### config.mk
export PLATFORM = sky130hd
export DESIGN_NAME = pipe_hazard_ctrl_flat
export DESIGN_NICKNAME = d
export VERILOG_FILES = /design/src/rtl/pipe_hazard_ctrl_if.sv /design/src/rtl/pipe_hazard_ctrl.sv /design/src/flat_wrapper.sv
export SDC_FILE = /design/constraint.sdc
export NUM_CORES = 1
export LEC_CHECK = 0
export CAP_MARGIN = 0
export CORE_MARGIN = 8
export CORE_UTILIZATION = 29
export DETAILED_ROUTE_END_ITERATION = 7
export PLACE_DENSITY = 0.77
export SETUP_SLACK_MARGIN = 0.1
export SYNTH_ARGS = -nofsm -noshare
export SYNTH_HDL_FRONTEND = slang
export SYNTH_SLANG_ARGS = --single-unit
export TNS_END_PERCENT = 100
### constraint.sdc
create_clock -name clk -period 1.85 [get_ports clk]
set_input_delay 0.37 -clock clk [delete_from_list [all_inputs] [get_ports clk]]
set_output_delay 0.37 -clock clk [all_outputs]
set_load 0.01 [all_outputs]
### src/rtl/pipe_hazard_ctrl_if.sv
// Handshake bundle between the hazard controller and the pipeline datapath.
// slave = controller side, master = pipeline/driver side.
interface pipe_hazard_ctrl_if #(
    parameter int REG_W  = 5,
    parameter int CNT_W  = 6,
    parameter int PERF_W = 32
);
    logic [REG_W-1:0]  id_rs1;
    logic [REG_W-1:0]  id_rs2;
    logic              id_rs1_use;
    logic              id_rs2_use;
    logic [REG_W-1:0]  ex_rd;
    logic              ex_is_load;
    logic              ex_multi_start;
    logic [CNT_W-1:0]  ex_multi_lat;
    logic              ex_redirect;
    logic              mem_req_valid;
    logic              mem_ready;

    logic              pc_en;
    logic              ifid_en;
    logic              ifid_clr;
    logic              idex_en;
    logic              idex_clr;
    logic              exmem_en;
    logic              exmem_clr;
    logic              memwb_en;
    logic              memwb_clr;
    logic              multi_busy;
    logic [PERF_W-1:0] perf_stall;
    logic [PERF_W-1:0] perf_flush;

    modport slave (
        input  id_rs1, id_rs2, id_rs1_use, id_rs2_use,
        input  ex_rd, ex_is_load, ex_multi_start, ex_multi_lat,
        input  ex_redirect, mem_req_valid, mem_ready,
        output pc_en, ifid_en, ifid_clr, idex_en, idex_clr,
        output exmem_en, exmem_clr, memwb_en, memwb_clr,
        output multi_busy, perf_stall, perf_flush
    );

    modport master (
        output id_rs1, id_rs2, id_rs1_use, id_rs2_use,
        output ex_rd, ex_is_load, ex_multi_start, ex_multi_lat,
        output ex_redirect, mem_req_valid, mem_ready,
        input  pc_en, ifid_en, ifid_clr, idex_en, idex_clr,
        input  exmem_en, exmem_clr, memwb_en, memwb_clr,
        input  multi_busy, perf_stall, perf_flush
    );
endinterface

### src/rtl/pipe_hazard_ctrl.sv
// 5-stage pipeline hazard controller: load-use, redirect, multi-cycle EX, mem wait.
// Optional stall/flush performance counters enabled by PIPE_PERF_CNT_EN.
module pipe_hazard_ctrl #(
    parameter int REG_W  = 5,
    parameter int CNT_W  = 6,
    parameter int PERF_W = 32
) (
    input  logic               clk,
    input  logic               rstn,
    pipe_hazard_ctrl_if.slave  bus
);
    localparam logic [0:0] ST_RUN   = 1'b0;
    localparam logic [0:0] ST_MULTI = 1'b1;

    logic [0:0]       st_q, st_d;
    logic [CNT_W-1:0] cnt_q, cnt_d;

    logic memwait;
    logic in_multi;
    logic cnt_zero;
    logic lu_hit;
    logic start_ok;
    logic redir_act;

    logic pc_en, ifid_en, ifid_clr, idex_en, idex_clr;
    logic exmem_en, exmem_clr, memwb_en, memwb_clr;

    assign memwait  = bus.mem_req_valid & ~bus.mem_ready;
    assign in_multi = (st_q == ST_MULTI);
    assign cnt_zero = (cnt_q == '0);
    assign start_ok = bus.ex_multi_start &
                      (bus.ex_multi_lat >= CNT_W'(2));

    assign lu_hit = bus.ex_is_load & (bus.ex_rd != '0) &
                    ((bus.id_rs1_use & (bus.id_rs1 == bus.ex_rd)) |
                     (bus.id_rs2_use & (bus.id_rs2 == bus.ex_rd)));

    always_comb begin
        st_d      = st_q;
        cnt_d     = cnt_q;
        redir_act = 1'b0;
        pc_en     = 1'b1;
        ifid_en   = 1'b1;
        ifid_clr  = 1'b0;
        idex_en   = 1'b1;
        idex_clr  = 1'b0;
        exmem_en  = 1'b1;
        exmem_clr = 1'b0;
        memwb_en  = 1'b1;
        memwb_clr = 1'b0;

        if (!rstn) begin
            pc_en     = 1'b0;
            ifid_en   = 1'b0;
            ifid_clr  = 1'b1;
            idex_en   = 1'b0;
            idex_clr  = 1'b1;
            exmem_en  = 1'b0;
            exmem_clr = 1'b1;
            memwb_en  = 1'b0;
            memwb_clr = 1'b1;
        end else begin
            // The multi-cycle op keeps counting even while memory stalls.
            if (in_multi && !cnt_zero)
                cnt_d = cnt_q - CNT_W'(1);

            if (memwait) begin
                pc_en     = 1'b0;
                ifid_en   = 1'b0;
                idex_en   = 1'b0;
                exmem_en  = 1'b0;
                memwb_clr = 1'b1;
            end else if (in_multi && !cnt_zero) begin
                pc_en     = 1'b0;
                ifid_en   = 1'b0;
                idex_en   = 1'b0;
                exmem_clr = 1'b1;
            end else if (!in_multi && start_ok) begin
                pc_en     = 1'b0;
                ifid_en   = 1'b0;
                idex_en   = 1'b0;
                exmem_clr = 1'b1;
                st_d      = ST_MULTI;
                cnt_d     = bus.ex_multi_lat - CNT_W'(2);
            end else begin
                if (in_multi)
                    st_d = ST_RUN;
                if (bus.ex_redirect) begin
                    redir_act = 1'b1;
                    ifid_clr  = 1'b1;
                    idex_clr  = 1'b1;
                end else if (lu_hit) begin
                    pc_en    = 1'b0;
                    ifid_en  = 1'b0;
                    idex_clr = 1'b1;
                end
            end
        end
    end

    always_ff @(posedge clk) begin
        if (!rstn) begin
            st_q  <= ST_RUN;
            cnt_q <= '0;
        end else begin
            st_q  <= st_d;
            cnt_q <= cnt_d;
        end
    end

    assign bus.pc_en      = pc_en;
    assign bus.ifid_en    = ifid_en;
    assign bus.ifid_clr   = ifid_clr;
    assign bus.idex_en    = idex_en;
    assign bus.idex_clr   = idex_clr;
    assign bus.exmem_en   = exmem_en;
    assign bus.exmem_clr  = exmem_clr;
    assign bus.memwb_en   = memwb_en;
    assign bus.memwb_clr  = memwb_clr;
    assign bus.multi_busy = in_multi;

`ifdef PIPE_PERF_CNT_EN
    logic [PERF_W-1:0] perf_stall_q, perf_stall_d;
    logic [PERF_W-1:0] perf_flush_q, perf_flush_d;

    // Both counters saturate rather than wrap.
    always_comb begin
        perf_stall_d = perf_stall_q;
        perf_flush_d = perf_flush_q;
        if (!pc_en && perf_stall_q != '1)
            perf_stall_d = perf_stall_q + PERF_W'(1);
        if (redir_act && perf_flush_q != '1)
            perf_flush_d = perf_flush_q + PERF_W'(1);
    end

    always_ff @(posedge clk) begin
        if (!rstn) begin
            perf_stall_q <= '0;
            perf_flush_q <= '0;
        end else begin
            perf_stall_q <= perf_stall_d;
            perf_flush_q <= perf_flush_d;
        end
    end

    assign bus.perf_stall = perf_stall_q;
    assign bus.perf_flush = perf_flush_q;
`else
    assign bus.perf_stall = '0;
    assign bus.perf_flush = '0;
`endif

`ifndef SYNTHESIS
    a_no_start_with_redirect : assert property (
        @(posedge clk) disable iff (!rstn)
        !(bus.ex_multi_start && bus.ex_redirect)
    );
`endif
endmodule
### src/flat_wrapper.sv
// flat-port wrapper written by rule: the top's interface ports become plain ports
module pipe_hazard_ctrl_flat 
#(
    parameter int REG_W  = 5,
    parameter int CNT_W  = 6,
    parameter int PERF_W = 32
)
  (clk, rstn, bus_id_rs1, bus_id_rs2, bus_id_rs1_use, bus_id_rs2_use, bus_ex_rd, bus_ex_is_load, bus_ex_multi_start, bus_ex_multi_lat, bus_ex_redirect, bus_mem_req_valid, bus_mem_ready, bus_pc_en, bus_ifid_en, bus_ifid_clr, bus_idex_en, bus_idex_clr, bus_exmem_en, bus_exmem_clr, bus_memwb_en, bus_memwb_clr, bus_multi_busy, bus_perf_stall, bus_perf_flush);
  pipe_hazard_ctrl_if #(.REG_W(REG_W), .CNT_W(CNT_W), .PERF_W(PERF_W)) bus_i ();
  input  logic clk;
  input  logic rstn;
  input wire logic [$bits(bus_i.id_rs1)-1:0] bus_id_rs1;
  input wire logic [$bits(bus_i.id_rs2)-1:0] bus_id_rs2;
  input wire logic [$bits(bus_i.id_rs1_use)-1:0] bus_id_rs1_use;
  input wire logic [$bits(bus_i.id_rs2_use)-1:0] bus_id_rs2_use;
  input wire logic [$bits(bus_i.ex_rd)-1:0] bus_ex_rd;
  input wire logic [$bits(bus_i.ex_is_load)-1:0] bus_ex_is_load;
  input wire logic [$bits(bus_i.ex_multi_start)-1:0] bus_ex_multi_start;
  input wire logic [$bits(bus_i.ex_multi_lat)-1:0] bus_ex_multi_lat;
  input wire logic [$bits(bus_i.ex_redirect)-1:0] bus_ex_redirect;
  input wire logic [$bits(bus_i.mem_req_valid)-1:0] bus_mem_req_valid;
  input wire logic [$bits(bus_i.mem_ready)-1:0] bus_mem_ready;
  output wire logic [$bits(bus_i.pc_en)-1:0] bus_pc_en;
  output wire logic [$bits(bus_i.ifid_en)-1:0] bus_ifid_en;
  output wire logic [$bits(bus_i.ifid_clr)-1:0] bus_ifid_clr;
  output wire logic [$bits(bus_i.idex_en)-1:0] bus_idex_en;
  output wire logic [$bits(bus_i.idex_clr)-1:0] bus_idex_clr;
  output wire logic [$bits(bus_i.exmem_en)-1:0] bus_exmem_en;
  output wire logic [$bits(bus_i.exmem_clr)-1:0] bus_exmem_clr;
  output wire logic [$bits(bus_i.memwb_en)-1:0] bus_memwb_en;
  output wire logic [$bits(bus_i.memwb_clr)-1:0] bus_memwb_clr;
  output wire logic [$bits(bus_i.multi_busy)-1:0] bus_multi_busy;
  output wire logic [$bits(bus_i.perf_stall)-1:0] bus_perf_stall;
  output wire logic [$bits(bus_i.perf_flush)-1:0] bus_perf_flush;
  assign bus_i.id_rs1 = bus_id_rs1;
  assign bus_i.id_rs2 = bus_id_rs2;
  assign bus_i.id_rs1_use = bus_id_rs1_use;
  assign bus_i.id_rs2_use = bus_id_rs2_use;
  assign bus_i.ex_rd = bus_ex_rd;
  assign bus_i.ex_is_load = bus_ex_is_load;
  assign bus_i.ex_multi_start = bus_ex_multi_start;
  assign bus_i.ex_multi_lat = bus_ex_multi_lat;
  assign bus_i.ex_redirect = bus_ex_redirect;
  assign bus_i.mem_req_valid = bus_mem_req_valid;
  assign bus_i.mem_ready = bus_mem_ready;
  assign bus_pc_en = bus_i.pc_en;
  assign bus_ifid_en = bus_i.ifid_en;
  assign bus_ifid_clr = bus_i.ifid_clr;
  assign bus_idex_en = bus_i.idex_en;
  assign bus_idex_clr = bus_i.idex_clr;
  assign bus_exmem_en = bus_i.exmem_en;
  assign bus_exmem_clr = bus_i.exmem_clr;
  assign bus_memwb_en = bus_i.memwb_en;
  assign bus_memwb_clr = bus_i.memwb_clr;
  assign bus_multi_busy = bus_i.multi_busy;
  assign bus_perf_stall = bus_i.perf_stall;
  assign bus_perf_flush = bus_i.perf_flush;
  pipe_hazard_ctrl #(.REG_W(REG_W), .CNT_W(CNT_W), .PERF_W(PERF_W)) u_core (.clk(clk), .rstn(rstn), .bus(bus_i));
endmodule
======== Word-level counts from Yosys, hierarchy flattened ========
Index checks and enable logic that the tools add are counted.
word-level totals
  output and inout bits ................... 74
  register bits after elaboration ......... 7
  word-level logic and storage cells ...... 58
cells by class
  reductions and logical operators ........ 7
  eq/ne operators ......................... 2
  muxes and demuxes ....................... 34
  add/sub/neg operators ................... 2
  bitwise gates (word level) .............. 10
  $lt $le $gt $ge ......................... 1
operator list
  kind                                                 number
  2-to-1 mux 1 bit                                     30
  2-to-1 mux 6 bit                                     4
  == test 5 bit                                        2
  bitwise AND 1 bit                                    6
  >= comparator 6 x 2 -> 1 bit, second input constant  1
  zero test 6 bit                                      1
  subtractor 6 x 1 -> 6 bit, second input constant     1
  subtractor 6 x 2 -> 6 bit, second input constant     1
  nonzero test 5 bit                                   1
  inverter 1 bit                                       3
  logical AND 1 bit                                    2
  zero test 1 bit                                      2
  AND reduction 2 bit                                  1
  OR 1 bit                                             1

======== Depth between registers and ports, before layout ========
Gate-level depths: netlist of run 1.
  word-level depth ........................ 10
  gate-level depth with buffers ........... 7
  gate-level depth less buffers ........... 6

======== Least setup slack after synthesis of run 1 ========
OpenSTA, ideal clock, no wires.
  kind .................................... input port to output port
  start ................................... input bus_ex_multi_lat[2]
  end ..................................... output bus_idex_clr
  stages .................................. 4
  buffers on the path ..................... 0
  setup slack ............................. -0.095 ns
  data arrival time ....................... 1.575 ns
  cell sequence ........................... or3_4 -> o31a_1 -> or2_4 -> o31ai_2
between the ends
  word-level cells in the longest chain between the ends .. 7
ends and longest elaborated chain
  element                       line                    source
  start, declared               flat_wrapper.sv:19      input wire logic [$bits(bus_i.ex_multi_lat)-1:0] bus_ex_multi_lat;
  >= comparator 6 x 2 -> 1 bit  pipe_hazard_ctrl.sv:32  (bus.ex_multi_lat >= CNT_W'(2));
  bitwise AND 1 bit             pipe_hazard_ctrl.sv:31  assign start_ok = bus.ex_multi_start &
  logical AND 1 bit             pipe_hazard_ctrl.sv:78  end else if (!in_multi && start_ok) begin
  2-to-1 mux 1 bit              pipe_hazard_ctrl.sv:78
  2-to-1 mux 1 bit              pipe_hazard_ctrl.sv:73  end else if (in_multi && !cnt_zero) begin
  2-to-1 mux 1 bit              pipe_hazard_ctrl.sv:67  if (memwait) begin
  2-to-1 mux 1 bit              pipe_hazard_ctrl.sv:52  if (!rstn) begin
  end, declared                 flat_wrapper.sv:27      output wire logic [$bits(bus_i.idex_clr)-1:0] bus_idex_clr;
No other way between the ends.

======== Final worst setup path of run 1 ========
  start ................................... register u_core.cnt_q[4]
  end ..................................... output bus_idex_clr
between the ends
  word-level cells in the longest chain between the ends .. 6
ends and longest elaborated chain
  element                 line                     source
  start, declared         pipe_hazard_ctrl.sv:16   logic [CNT_W-1:0] cnt_q, cnt_d;
  start signal, assigned  pipe_hazard_ctrl.sv:107  cnt_q <= cnt_d;
  zero test 6 bit         pipe_hazard_ctrl.sv:30   assign cnt_zero = (cnt_q == '0);
  zero test 1 bit         pipe_hazard_ctrl.sv:73
  logical AND 1 bit       pipe_hazard_ctrl.sv:73
  2-to-1 mux 1 bit        pipe_hazard_ctrl.sv:73
  2-to-1 mux 1 bit        pipe_hazard_ctrl.sv:67
  2-to-1 mux 1 bit        pipe_hazard_ctrl.sv:52
No other way between the ends.

==> flow_summary.yaml, run 1 <==
synth:
  synth.area.top_cells: "buf_4, dfxtp_1, xor2_1"
  ys_seq_area_frac: 0.1139
  ys_seq_elements: 7
  async_flop_share: 0
  synthTopCellsByCount: "buf_4, inv_1, xor2_1"
  synth_top_cell_by_area: "buf_4"
  synth_top_area_frac: 0.4028
  synth_edf_count: 0
  synth_area_per_cell_sq_um: 7.834
  syn-cell-area_sq_um: 1230
  synth_flop_cell: "dfxtp_1"
  syn_inst: 157
  ys_types: 37
  yosys_warnings: 0
  yosysMostFrequentCell: "buf_4"
finish:
  final_nets: 263
  stdcell_count: 279
  design_area_sq_um: 1728
  multi_input_area_sq_um: 845.8
  utilization: 0.4289
  area_delta_synth_final_pct: 40.49
  antenna-diode-count: 0
  fill_cells: 425
  seq_area_sq_um: 140.1
  drive_gt1_frac: 0.3144
setup_path:
  slowest_stage: "or3_4"
  worst-path-max-fanout: 4
  worst_setup_path_end_kind: "output pin"
  r2r_cells: 5
  cp_slowest_stage_delay_ns: 0.40
  crit_buf_inv: 1
  arrival_ns: 1.77
  crit_chain: "or3_4 > o21a_4 > or2_4 > o31ai_4 > buf_2"
  r2r-end: "u_core.cnt_q[5]"
  crit_path_start_kind: "register"
  crit_type: "register to output pin"
  reg2reg_slack_ns: 0.21
  required_ns: 1.48
  critical-path-top-delay-family: "simple AND/OR/NAND/NOR gates"
  reg2reg_from: "u_core.cnt_q[4]"
routing:
  antenna_left: 0
  num_vias: 1115
  wl_per_cell_um: 12.28
  routed_via_density: 3.996
  first_pass_iters: 4
  totalWireLength_um: 3427
  drc: 0
  drt_iter0_drc: 35
sta:
  finalMaxSlewViolations: 0
  setup_ws_ns: -0.2898
  fin_crit_sh: 1.157
  hold_viol: 0
  fin_worst_skew_ns: 0.003388
  post-route-min-period_ns: 2.140
  max_freq_mhz: 467.3
  setup_viol: 6
  rsz0062_at_grt: "yes"
floorplan:
  coreArea_sq_um: 4029
  core.rowCount: 23
  ios: 104
  die_x_um: 81.13
  die_h_um: 81.13
  dieArea_sq_um: 6581
  start_util: 0.3053
run_status:
  violations: "setup timing"
  status: "complete, but fails checks"
global_routing:
  grt_usage: 0.09828
  grt_pass1_wl_um: 5168
  grt_antenna_before_repair: 0
  grt_pass1_vias: 1193
  grt_start_max_net_pins: 10
  overflow: 0
clock_tree:
  clk_latency_ns: 0.24
  clock-sinks: 7
  cts_hold_buf: 0
  cts_root_buffer: "clkbuf_8"
  clk_path_buf_depth: 2
  cts_tree: "built"
  numCtsBuffers: 3
  h-tree-depth: 1
  clk_pin_slew_ns: 0.04
min_path:
  whs_path_depth: 4
  min_to: "u_core.cnt_q[1]"
  min_path_type: "input pin to register"
  hp-start: "bus_ex_multi_lat[1]"
run:
  drv_cap: 0
place:
  dpl-instance-area_sq_um: 1634
  finalWeightedCongestion: 0.8704
  dp_cells: 268
  port_buffers: 39
  place_worst_setup_slack_ns: -1.009
  dp_hpwl_um: 2986
power_and_ir_drop:
  ir_worst_vdd_mv: 0.1648
  powerDensity_nw_per_um2: 492.4
  power_leakage_nw: 0.9356
  p_total_mw: 0.8509
==> sequential cells by signal, summed over array words and instances, names as in the netlist <==
register               flops
u_core.cnt_q               6
u_core.bus.multi_busy      1
==> per-layer routing <==
metal  GRT usage  vias up  wire length (um)
li1            -      536                 -
met1     0.09790      509              1192
met2      0.1796       66              1748
met3     0.04525        4               463
met4     0.02679        0                22
met5           0        -                 0
==> how the worst max path moves through the flow <==
stage                     slack, ns      endpoint  cells after the start           startpoint
after floorplan               -0.03     bus_pc_en                      5         bus_ex_rd[3]
after global placement         -1.0  bus_idex_clr                      6  bus_ex_multi_lat[2]
after detailed placement      -1.01  bus_idex_clr                      6  bus_ex_multi_lat[2]
after CTS                     -0.34  bus_idex_clr                      6      u_core.cnt_q[3]
after global routing          -0.34  bus_idex_clr                      7  bus_ex_multi_lat[3]
final                         -0.29  bus_idex_clr                      5      u_core.cnt_q[4]
==> power by group <==
group | switching [mW] | total (mW) | internal (mW)
sequential | 0.00891 | 0.177 | 0.168
clock | 0.0816 | 0.232 | 0.150
combinational | 0.224 | 0.442 | 0.218
==> metrics by stage <==
| stage | hold slack (ns) | setup TNS, ns |
|---|---|---|
| after floorplan | 0.5541 | -0.03703 |
| after global placement | 0.6529 | -8.342 |
| after detailed placement | 0.6766 | -8.719 |
| after CTS | 0.5206 | -1.314 |
| after global routing | 0.5299 | -1.729 |
| final | 0.5081 | -1.380 |
==> layout by cell type, fill, tap and decap left out, drive strengths merged, types with 2 or more instances in the layout <==
master	Yosys	layout
conb	1	64
o31a	2	2
nor2b	2	2
a21oi	2	2
inv	10	10
a21o	2	2
nand2	8	8
nor4	3	3
nor2	5	5
xnor2	4	4
buf	67	51
or3	3	3
a211oi	3	3
clkdlybuf4s50	0	8
dlygate4sd2	0	6
nand2b	3	3
clkdlybuf4s15	0	5
dlymetal6s2s	0	3
ha	3	3
clkbuf	1	4
o211a	3	3
o21a	2	2
o21ai	2	2
xor2	9	9
dfxtp	7	7
o311a	3	3
==> worst min-delay path: stages <==
cell and delay [ns]:
buf_6 0.07, buf_4 0.09, nand2_1 0.05, o311a_1 0.12
==> area by class of cell <==
type / count / share of cell area
Timing Repair Buffer: 73 / 0.3454
Clock buffer: 4 / 0.02607
Multi-Input combinational cell: 135 / 0.4895
Sequential cell: 7 / 0.08110
Inverter: 10 / 0.02172
Tap cell: 50 / 0.03621
==> timing repair <==
| item | 4_1_cts | 5_1_grt |
|---|---|---|
| endpoints found under the setup margin | 16 | 8 |
| gates resized for setup | 97 | 7 |
| pin swaps | 15 | 6 |
| buffers inserted | 4 | 3 |
| endpoints found under the hold margin | 0 | 0 |
==> cell families after synthesis <==
family                     Yosys count  synth area share
and+or+nand+nor                     30            0.1404
AOI/OAI and AO/OA                   23            0.1617
muxes                                2           0.01729
adders and majority gates            3           0.03052
buffers and inverters               78            0.4405
other                                1          0.003049
xor gates and xnor gates            13           0.09257
DFF                                  7            0.1139
(Power assumes the default switching activity.)
==> inputs of run 2 (changes only) <==
--- a/config.mk
+++ b/config.mk
@@ -6,5 +6,4 @@
 export NUM_CORES = 1
 export LEC_CHECK = 0
-export CAP_MARGIN = 0
 export CORE_MARGIN = 8
 export CORE_UTILIZATION = 29
==> constraint.sdc (replaced) <==
create_clock -name clk -period 1.85 [get_ports clk]
set_input_delay 0.37 -clock clk [delete_from_list [all_inputs] [get_ports clk]]
set_output_delay 0.37 -clock clk [all_outputs]
set_load 0.1 [all_outputs]
==> run 2 against run 1 <==
Effect of this change:
- the run still ends with setup timing left
- total power increased by 86%
- largest power group unchanged
- global-route usage up 1.2 points
- via count grew 7.0%
- clock skew shrank 0.0031 ns
- maximum frequency shrank 3.8%
- register-to-register slack worse by 0.07 ns
- final cell count grew 1.4%
- combinational power grew to 2.7 times the previous value
- design area increased by 16%
- non-clock buffer count is 3 higher
- setup slack got worse by 0.086 ns
==> flow_summary.yaml, run 2 (synthesized netlist as in run 1, its figures left out) <==
run_status:
  status: "complete, but fails checks"
  violations: "setup timing"
floorplan:
  core.rowCount: 23
  ios: 104
  start_util: 0.3053
  die_x_um: 81.13
  dieArea_sq_um: 6581
  die_h_um: 81.13
  coreArea_sq_um: 4029
routing:
  wl_per_cell_um: 13.41
  antenna_left: 0
  drc: 0
  routed_via_density: 4.216
  num_vias: 1193
  drt_iter0_drc: 38
  totalWireLength_um: 3795
  first_pass_iters: 4
global_routing:
  grt_start_max_net_pins: 10
  grt_usage: 0.1098
  overflow: 0
  grt_antenna_before_repair: 0
  grt_pass1_wl_um: 5623
  grt_pass1_vias: 1257
finish:
  drive_gt1_frac: 0.3820
  final_common_cell: "conb_1"
  utilization: 0.4991
  final_nets: 267
  final_cell_mix: "conb_1, buf_4, buf_12"
  fill_cells: 394
  design_area_sq_um: 2011
  largest_reg_flops: 6
  area_delta_synth_final_pct: 63.48
  stdcell_count: 283
  antenna-diode-count: 0
  largest_register: "u_core.cnt_q"
place:
  dp_hpwl_um: 3030
  dpl-instance-area_sq_um: 1767
  finalWeightedCongestion: 0.7894
  port_buffers: 39
  dp_cells: 267
clock_tree:
  clk_latency_ns: 0.23
  numCtsBuffers: 3
  clk_path_buf_depth: 2
  cts_tree: "built"
  h-tree-depth: 1
  clk_pin_slew_ns: 0.04
  cts_hold_buf: 0
  clock-sinks: 7
  cts_root_buffer: "clkbuf_8"
sta:
  fin_crit_sh: 1.203
  max_freq_mhz: 449.4
  rsz0062_at_grt: "yes"
  setup_ws_ns: -0.3754
  hold_viol: 0
  post-route-min-period_ns: 2.225
  finalMaxSlewViolations: 0
  setup_viol: 6
  worst_hold_slack_ns: 0.5092
  fin_worst_skew_ns: 0.0002897
power_and_ir_drop:
  p_total_mw: 1.580
  power_leakage_nw: 1.017
  powerDensity_nw_per_um2: 785.6
  ir_worst_vdd_mv: 0.3252
setup_path:
  crit_chain: "or3_4 > o21a_4 > or2_4 > o31ai_4 > buf_12"
  arrival_ns: 1.86
  worst_setup_path_end_kind: "output pin"
  slowest_stage: "or3_4"
  cp_slowest_stage_delay_ns: 0.39
  crit_path_start_kind: "register"
  crit_buf_inv: 1
  required_ns: 1.48
  critical-path-top-delay-family: "simple AND/OR/NAND/NOR gates"
  worst-path-max-fanout: 4
  crit_type: "register to output pin"
run:
  drv_cap: 0
min_path:
  min_path_type: "input pin to register"
==> run 2: final timing paths <==
path / startpoint / slack, ns / to / cells after the start
worst max-delay path: u_core.cnt_q[3] / -0.38 / bus_idex_clr / 5
worst min-delay path: bus_ex_multi_lat[1] / 0.51 / u_core.cnt_q[1] / 4
worst max register to register: u_core.cnt_q[3] / 0.14 / u_core.cnt_q[0] / 6
worst min register to register: u_core.cnt_q[0] / 0.68 / u_core.cnt_q[0] / 4
==> run 2: where the power goes <==
part           internal [mW]  leakage [nW]  switching, mW
logic                  0.299         0.936          0.887
clock network          0.149        0.0228         0.0633
registers              0.169        0.0586         0.0119
total                  0.617          1.02          0.962
==> run 2: layout make-up <==
| type | instances | area, sq um | area share |
|---|---|---|---|
| clock buffer | 4 | 45.04 | 0.02240 |
| timing repair buffer | 76 | 750.7 | 0.3734 |
| sequential | 7 | 142.6 | 0.07094 |
| inverter | 10 | 45.04 | 0.02240 |
| tap | 50 | 62.56 | 0.03111 |
| multi-input combinational | 136 | 964.7 | 0.4798 |
==> run 2: repair_timing <==
item                                    4_1_cts  5_1_grt
gates cloned                                  0        1
pin swaps                                    12       19
setup buffers                                 7        4
gates resized for setup                      50       26
endpoints found under the setup margin       15        7
==> run 2: tightest hold or removal path: cells and delay by family <==
| family | cells | cell delay [ns] |
|---|---|---|
| buffers and inverters | 2 | 0.16 |
| AO/OA/AOI/OAI | 1 | 0.11 |
| AND/OR/NAND/NOR | 1 | 0.04 |
==> run 2: layer usage <==
metal	share of wire	global-route usage
met5	0	0
met4	0.029	0.06250
met3	0.13	0.03863
met2	0.55	0.2037
met1	0.29	0.1023
==> run 2: metrics by stage <==
stage,setup TNS [ns],setup slack [ns]
3_3_place_gp,-5.154,-0.6983
2_1_floorplan,-2.115,-0.6271
3_5_place_dp,-5.432,-0.7307
5_1_grt,-2.254,-0.4282
6_report,-1.984,-0.3754
4_1_cts,-2.163,-0.4450
==> inputs of run 3 (changes only) <==
Settings changed: CORE_UTILIZATION 29 to 33, PLACE_DENSITY 0.77 to 0.83.
Clock period 1.85 ns to 2.55 ns, I/O delays scaled along.
==> run 3 against run 2 <==
Effect of this change:
- the flow still finishes with violations (setup timing)
- flip-flop and latch count is the same
- final cell count decreased by 11%
- global-route usage is 1.0 points lower
- combinational power is 36% lower
- critical path type is now input pin to output pin
- utilization decreased by 2.1 points
- sequential share of layout area increased by 1.1 points
==> flow_summary.yaml, run 3 (synthesized netlist as in run 1, its figures left out) <==
power_and_ir_drop:
  power_leakage_nw: 0.8627
  powerDensity_nw_per_um2: 609.9
  p_total_mw: 1.058
  ir_worst_vdd_mv: 0.3073
setup_path:
  required_ns: 2.04
  worst_setup_path_end_kind: "output pin"
  crit_type: "input pin to output pin"
  crit_path_start_kind: "input pin"
  worst-path-max-fanout: 3
  arrival_ns: 2.05
finish:
  antenna-diode-count: 0
  fill_cells: 378
  final_common_cell: "conb_1"
  largest_register: "u_core.cnt_q"
  final_nets: 239
  largest_reg_flops: 6
  final_cell_mix: "conb_1, clkdlybuf4s50_1, buf_4"
  area_delta_synth_final_pct: 41.10
  drive_gt1_frac: 0.2683
place:
  finalWeightedCongestion: 0.8259
  dp_hpwl_um: 2760
  port_buffers: 39
clock_tree:
  clock-sinks: 7
  cts_hold_buf: 0
  numCtsBuffers: 3
  clk_latency_ns: 0.23
  clk_path_buf_depth: 2
  cts_root_buffer: "clkbuf_8"
  cts_tree: "built"
  clk_pin_slew_ns: 0.04
  h-tree-depth: 1
sta:
  rsz0062_at_grt: "yes"
  fin_worst_skew_ns: 0.006546
  worst_hold_slack_ns: 0.6058
  post-route-min-period_ns: 2.556
  max_freq_mhz: 391.3
  finalMaxSlewViolations: 0
  fin_crit_sh: 1.002
  setup_ws_ns: -0.005608
  finalSetupTns_ns: -0.005608
  hold_viol: 0
  setup_viol: 1
min_path:
  min_path_type: "register to register"
global_routing:
  grt_start_max_net_pins: 14
  overflow: 0
  grt_pass1_vias: 1087
  grt_pass1_wl_um: 4954
  grt_usage: 0.09957
  grt_antenna_before_repair: 0
routing:
  routed_via_density: 3.913
  drt_iter0_drc: 18
  num_vias: 990
  first_pass_iters: 2
  totalWireLength_um: 3099
  wl_per_cell_um: 12.25
  drc: 0
  antenna_left: 0
run_status:
  status: "complete, but fails checks"
  violations: "setup timing"
floorplan:
  coreArea_sq_um: 3633
  dieArea_sq_um: 5937
  core.rowCount: 22
  die_h_um: 77.05
  die_x_um: 77.05
  start_util: 0.3385
  ios: 104
run:
  drv_cap: 0
==> run 3: changes by cell type in the layout (fill, tap and decap cells not counted), sizes merged <==
cell	delta
clkinv	+1
clkdlybuf4s15	+1
dlygate4sd2	-2
o311a	-1
clkbuf	-5
buf	-25
clkdlybuf4s50	+3
==> run 3: metal layers <==
metal  wire length [um]  track usage
met5                  0            0
met4                 29      0.02830
met3                493      0.08159
met2               1618       0.1827
met1                956      0.07703
==> run 3: worst max-delay path, cell delays in order <==
cell and delay, ns:
buf_6 0.09, or3_4 0.38, o31a_1 0.28, buf_4 0.14
o31a_1 0.34, o31ai_4 0.09, buf_12 0.21
==> run 3: area by class of cell <==
cell class | count | area [sq um] | area share
inverter | 10 | 45.04 | 0.02596
sequential | 7 | 141.4 | 0.08147
clock inverter | 1 | 5.005 | 0.002884
timing repair buffer | 49 | 539.3 | 0.3107
tap | 48 | 60.06 | 0.03461
clock buffer | 3 | 41.29 | 0.02379
multi-input combinational | 135 | 903.4 | 0.5205
==> run 3: through the flow <==
step / std cells / utilization / cell area [sq um] / setup WS (ns)
finish: 253 / 0.4776 / 1735 / -0.005608
CTS: 253 / 0.4663 / 1694 / -0.03891
floorplan: 220 / - / 1518 / -0.2076
global route: 253 / 0.4776 / 1735 / -0.03107
detailed placement: 246 / 0.4404 / 1600 / -0.2941
global placement: 246 / 0.4404 / 1600 / -0.2809
==> run 3: power by group <==
part,leakage [nW],switching [mW],internal [mW]
clock network,0.0255,0.0531,0.106
registers,0.0583,0.0128,0.122
logic,0.779,0.607,0.157
total,0.863,0.673,0.386
==> run 3: path summary, 6_finish.rpt <==
check / start / to / slack, ns / cells after the start
worst max-delay path: bus_ex_multi_lat[2] / bus_idex_clr / -0.006 / 7
worst min-delay path: u_core.cnt_q[0] / u_core.cnt_q[0] / 0.61 / 3
worst max register to register: u_core.cnt_q[3] / u_core.cnt_q[5] / 0.95 / 4
worst min register to register: u_core.cnt_q[0] / u_core.cnt_q[0] / 0.61 / 3
==> run 3: what timing repair did <==
item	4_1_cts	5_1_grt
endpoints found under the setup margin	6	6
buffers inserted	3	0
pin swaps	11	8
resized for setup	48	15
